`src/rtl/mux_scan_n.sv`:
```
// mux_scan_n: registered N-channel multiplexer with manual select and
// automatic round-robin scanning over an enable mask.
//
// Parameters
//   N_CH   number of input channels (2..64)
//   WIDTH  bits per channel
//   DWELL  clock cycles spent on each channel in auto mode (>=2)
//   SEL_W  channel index width, derived from N_CH
//
// Ports
//   clk        rising-edge clock
//   rst_n      asynchronous active-low reset
//   in         packed channel data, channel k at [k*WIDTH +: WIDTH]
//   mode       0 = manual select via sel_in, 1 = auto scan
//   sel_in     requested channel in manual mode
//   ch_en      per-channel enable mask
//   out        registered data of the current channel
//   sel_out    current channel index
//   ch_switch  one-cycle pulse coinciding with a new sel_out value
//   out_valid  registered enable bit of the channel loaded into out
module mux_scan_n #(
  parameter int N_CH  = 8,
  parameter int WIDTH = 1,
  parameter int DWELL = 500,
  localparam int SEL_W = $clog2(N_CH)
) (
  input  logic                  clk,
  input  logic                  rst_n,
  input  logic [N_CH*WIDTH-1:0] in,
  input  logic                  mode,
  input  logic [SEL_W-1:0]      sel_in,
  input  logic [N_CH-1:0]       ch_en,
  output logic [WIDTH-1:0]      out,
  output logic [SEL_W-1:0]      sel_out,
  output logic                  ch_switch,
  output logic                  out_valid
);

  localparam int CNT_W = $clog2(DWELL);

  logic [SEL_W-1:0] sel_cur;
  logic [SEL_W-1:0] sel_nxt;
  logic [SEL_W-1:0] sel_adv;
  logic [CNT_W-1:0] cnt;
  logic [CNT_W-1:0] cnt_nxt;
  logic             mode_q;
  logic             primed;
  logic [WIDTH-1:0] din;
  logic             en_cur;
  logic             req_ok;
  logic             any_en;

  // Current-channel data and enable, decoded with constant indices so that
  // non-power-of-two N_CH never produces an out-of-range select.
  always_comb begin
    din    = '0;
    en_cur = 1'b0;
    for (int unsigned k = 0; k < N_CH; k++) begin
      if (sel_cur == SEL_W'(k)) begin
        din    = in[k*WIDTH +: WIDTH];
        en_cur = ch_en[k];
      end
    end
  end

  // A manual request is accepted only for an existing, enabled channel;
  // indices >= N_CH never match any k.
  always_comb begin
    req_ok = 1'b0;
    for (int unsigned k = 0; k < N_CH; k++) begin
      if (sel_in == SEL_W'(k) && ch_en[k]) req_ok = 1'b1;
    end
  end

  assign any_en = |ch_en;

  // Next enabled channel in ascending order with wrap. Scanning downwards
  // leaves hi = lowest enabled channel above sel_cur and lo = lowest enabled
  // channel overall; lo is the wrap target. If sel_cur is the only enabled
  // channel, lo equals sel_cur and the advance re-selects it.
  always_comb begin
    logic [SEL_W-1:0] hi;
    logic [SEL_W-1:0] lo;
    logic             hi_found;
    logic             lo_found;
    hi       = '0;
    lo       = '0;
    hi_found = 1'b0;
    lo_found = 1'b0;
    for (int unsigned k = N_CH; k > 0; k--) begin
      if (ch_en[k-1]) begin
        lo       = SEL_W'(k-1);
        lo_found = 1'b1;
        if ((k - 1) > 32'(sel_cur)) begin
          hi       = SEL_W'(k-1);
          hi_found = 1'b1;
        end
      end
    end
    if (hi_found)      sel_adv = hi;
    else if (lo_found) sel_adv = lo;
    else               sel_adv = sel_cur;
  end

  // Selection / dwell control. The mode-change check is suppressed on the
  // first edge after reset because the previous mode is unknown there.
  always_comb begin
    sel_nxt = sel_cur;
    cnt_nxt = cnt;
    if (primed && (mode != mode_q)) begin
      cnt_nxt = '0;
    end else if (!mode) begin
      cnt_nxt = '0;
      if (req_ok) sel_nxt = sel_in;
    end else if (!any_en) begin
      // nothing to scan: hold channel and counter
    end else if (!en_cur || (cnt == CNT_W'(DWELL - 1))) begin
      sel_nxt = sel_adv;
      cnt_nxt = '0;
    end else begin
      cnt_nxt = cnt + CNT_W'(1);
    end
  end

  always_ff @(posedge clk or negedge rst_n) begin
    if (!rst_n) begin
      sel_cur   <= '0;
      cnt       <= '0;
      out       <= '0;
      out_valid <= 1'b0;
      ch_switch <= 1'b0;
      mode_q    <= 1'b0;
      primed    <= 1'b0;
    end else begin
      sel_cur   <= sel_nxt;
      cnt       <= cnt_nxt;
      out       <= din;
      out_valid <= en_cur;
      ch_switch <= (sel_nxt != sel_cur);
      mode_q    <= mode;
      primed    <= 1'b1;
    end
  end

  assign sel_out = sel_cur;

endmodule

```
`config.mk`:
```
export PLATFORM = sky130hd
export DESIGN_NAME = mux_scan_n
export DESIGN_NICKNAME = d
export VERILOG_FILES = /design/src/rtl/mux_scan_n.sv
export SDC_FILE = /design/constraint.sdc
export NUM_CORES = 1
export LEC_CHECK = 0
export ABC_CLOCK_PERIOD_IN_PS = 2000
export CORE_MARGIN = 3
export CORE_UTILIZATION = 47
export CTS_CLUSTER_SIZE = 20
export DETAILED_ROUTE_END_ITERATION = 8
export GPL_ROUTABILITY_DRIVEN = 0
export PLACE_DENSITY = 0.87
export SLEW_MARGIN = 20
export SYNTH_ARGS = -nofsm -noshare
export SYNTH_HDL_FRONTEND = slang
export SYNTH_SLANG_ARGS = --single-unit
```
`constraint.sdc`:
```
create_clock -name clk -period 2 [get_ports clk]
set_clock_uncertainty 0.15 [all_clocks]
set_input_delay 0.5 -clock clk [delete_from_list [all_inputs] [get_ports clk]]
set_output_delay 0.5 -clock clk [all_outputs]
set_load 0.02 [all_outputs]
```
==> results of run 1 <==
[power by group through the flow]
stage               sequential, mW  clock (mW)  combinational, mW
floorplan                    0.560           0              0.979
global placement             0.525           0               1.52
detailed placement           0.529           0               1.57
CTS                          0.508       0.184               1.83
global route                 0.519       0.215               2.35
finish                       0.517       0.192               2.27
[critical path, stage by stage, from the launching register on]
cell,delay (ps)
dfrtp_2,470
buf_4,170
buf_4,140
a21bo_2,230
o21bai_4,180
a211oi_2,80
or3_4,390
a41oi_1,230
o22a_1,200
[state kept, by name, indices dropped and copies added (netlist names)]
signal	cells
sel_out	3
mode_q	1
cnt	9
ch_switch	1
out	1
primed	1
out_valid	1
[how the worst min path moves through the flow]
stage	from	to	slack, ps	depth (start not counted)
global route	rst_n	cnt[3]$_DFFE_PN0P_	400	2
finish	rst_n	sel_out[1]$_DFF_PN0_	380	2
floorplan	rst_n	ch_switch$_DFF_PN0_	50	0
CTS	rst_n	cnt[6]$_DFFE_PN0P_	390	2
detailed placement	cnt[8]$_DFFE_PN0P_	cnt[8]$_DFFE_PN0P_	360	1
global placement	cnt[8]$_DFFE_PN0P_	cnt[8]$_DFFE_PN0P_	350	1
[metal layers]
metal / part of all wire [%] / vias to the layer above / wire length [µm]
met5: 0 / - / 0
li1: - / 860 / -
met2: 45 / 221 / 3123
met3: 12 / 79 / 809
met4: 8.2 / 0 / 568
met1: 35 / 977 / 2427
[Yosys cell counts, types with 2 or more instances]
cell	instances
buf_2	3
and3_1	2
a311oi_1	2
mux2_2	3
o21ai_1	3
nand3_1	9
o21ai_0	12
a2bb2oi_1	2
a211o_1	2
nand2_1	13
and2b_2	2
o21bai_1	2
a211oi_1	4
o41ai_1	2
nand3b_1	3
o211ai_1	2
nor3_1	4
xnor2_1	3
nor2b_1	3
a21oi_1	7
o31ai_1	5
mux4_2	2
inv_1	7
mux2i_1	6
nor2_1	15
o21a_1	2
nor4_1	5
dfrtp_1	17
or2_2	2
[layout make-up]
| class | instances | area, µm² |
|---|---|---|
| inverter | 7 | 26.28 |
| tap | 44 | 55.05 |
| timing repair buffer | 92 | 774.5 |
| sequential | 17 | 429.2 |
| clock buffer | 4 | 26.28 |
| fill | 159 | 498.0 |
| multi-input combinational | 145 | 1269 |
[stage by stage]
stage	area (µm²)	total power, mW	setup slack (ps)
4_1_cts	2436	2.523	-217.0
6_report	2580	2.974	-327.3
3_5_place_dp	2220	2.095	-785.1
2_1_floorplan	1589	1.539	-117.9
3_3_place_gp	2220	2.044	-770.2
5_1_grt	2580	3.088	-436.9
[logic make-up (layout without fill, tap and decap cells)]
family / count (synthesis) / after routing / synth area share, %
AND/OR/NAND/NOR: 67 / 67 / 23.73
AO/OA/AOI/OAI: 61 / 61 / 29.71
flip-flops: 17 / 17 / 27.82
buffers and inverters: 16 / 103 / 6.300
multiplexers: 11 / 11 / 9.083
XOR/XNOR: 4 / 4 / 2.292
adder cells (fa/ha/maj): 1 / 1 / 0.8182
other: 1 / 1 / 0.2453
[timing repair]
| item | CTS | global route |
|---|---|---|
| pin swaps | 15 | 11 |
| setup endpoints to repair | 16 | 13 |
| setup buffers | 9 | 5 |
| hold endpoints to repair | 0 | 0 |
| resized for setup | 48 | 29 |
==> results.md, run 1 <==
* Yosys cell types at between 60 and 70
* Net switching power of the design at about 1.4 mW
* H-tree depth at 1
* Final Critical Period at 2327 ps
* N_diodes at 0
* Crit path arrival time at 2420 ps
* Synth Area per Inst at about 8.6 µm²
* Final Cycle Share at 116.4%
* Clk sink count at 17
* CTS tree: yes
* Most frequent cells in the layout: buf_4, clkdlybuf4s50_1, dfrtp_1
* Routed Antenna Nets at 0
* Total core area at 3078 µm²
* Pin count of the biggest net entering global routing at 18
* Final cell count without fillers at 309
* IR drop worst, VDD at ~0.00064 V
* Mapped Cells at 178
* Setup CP Type: reg2reg
* Pwr per Cell Area at between 1000 and 1500 nW/µm²
* HPWL after DPL at between 3 and 4 mm
* First-pass GRT wire length at about 10 mm
* Pint at roughly 1.6 mW
* Post-synthesis cell area at between 1500 and 2000 µm²
* Synth top area cells: dfrtp_1, mux2i_1, o21ai_0
* Reg2reg end: sel_out[1]$_DFF_PN0_
* Met2 usage at between 50 and 60%
* Clock-pin transition on the worst setup and hold timing paths at approximately 110 ps
* Total of max-cap violations at 0
* Status: finished with violations
* Warning count from the yosys run at 0
* Post-synth EDFFs at 0
* CTS hold repair buffers at 0
* CTS Buffer Depth at 2
* RR Startpoint: sel_out[1]$_DFF_PN0_
* Register bit count reported by yosys at 17
* DRT iter0 DRCs at 357
* Total die area at just under 4000 µm²
* Fin. max-slew vios at 0
* Setup crit end: sel_out[1]$_DFF_PN0_
* Number of global-route vias before repair at 1,979
* Post-Syn Nets at between 200 and 250
* Comb pwr share at approximately three quarters
* Achievable frequency at approximately 0.43 GHz
* Crit start category: flop
* Die H at around 63 µm
* Switch share at around 45%
* Gr usage total at 31.72%
* Commonest non-fill, non-tap cell in the layout: buf_4
* CTS Buf Count at 3
* Ports at 28
* Flop2flop setup slack at -330 ps
* Nets at about 290
* Worst hold path type: in2async
* Top cell type by total area after synthesis: dfrtp_1
* Grt total ovfl at 0
* Setup slack after layout at -327.3 ps
* Share of async-settable or async-resettable flops after synthesis at 100.0%
* Clock Latency Late Sink at about 310 ps
* Via/cell ratio at roughly 7
* Port bufs at 27
* Crit. End Element: flop
* Post-layout util at roughly 84%
* Clock share of power at approximately 6.5%
* WHS at 376.4 ps
* Critical path data required time at roughly 2100 ps
* Starting Density at between 40% and 50%
* Die width at between 60 and 70 µm
* Failing checks: setup timing
* Num rows at 20
* Worst R2R Path Depth at 8
* Final TNS setup at -3372 ps
* Root buf cell: clkbuf_4
* Drt drc at 0
* Area Growth Syn to Fin at 68.74%
* RSZ-0062 raised after global routing: yes
* Most Used Layer, Global Route: met2
* Leak at roughly 1.1 nW
* Met3 Track Usage GR at under 10%
* Seq pwr share at 17.4%
* Share of post-route cells with drive strength above 1 at roughly 46%
* Worst-path fanout max at 5
* M1 GR Usage at roughly 40%
* Total wire length at a little under 7 mm
* Final setup viols at 13
* Sequential fraction of the synthesis area at roughly 28%
* DR WL/cell at roughly 22 µm
* Main flop type after synthesis: dfrtp_1
* TritonRoute pass-1 iters at 5
* Crit. Startpoint: sel_out[1]$_DFF_PN0_
* Placed cells at 291
* Initial antenna violation count at 0
* Hold Vio Cnt, Final at 0
* Via count at roughly 2,100
* Synth top area share at approximately 28%
Note: power is estimated with default switching activity, not from simulation.
==> inputs of run 2 (changes only) <==
CAP_MARGIN = 20   (was not set)
==> results of run 2 <==
No change in the layout: final DEF, timing and power equal those of run 1.
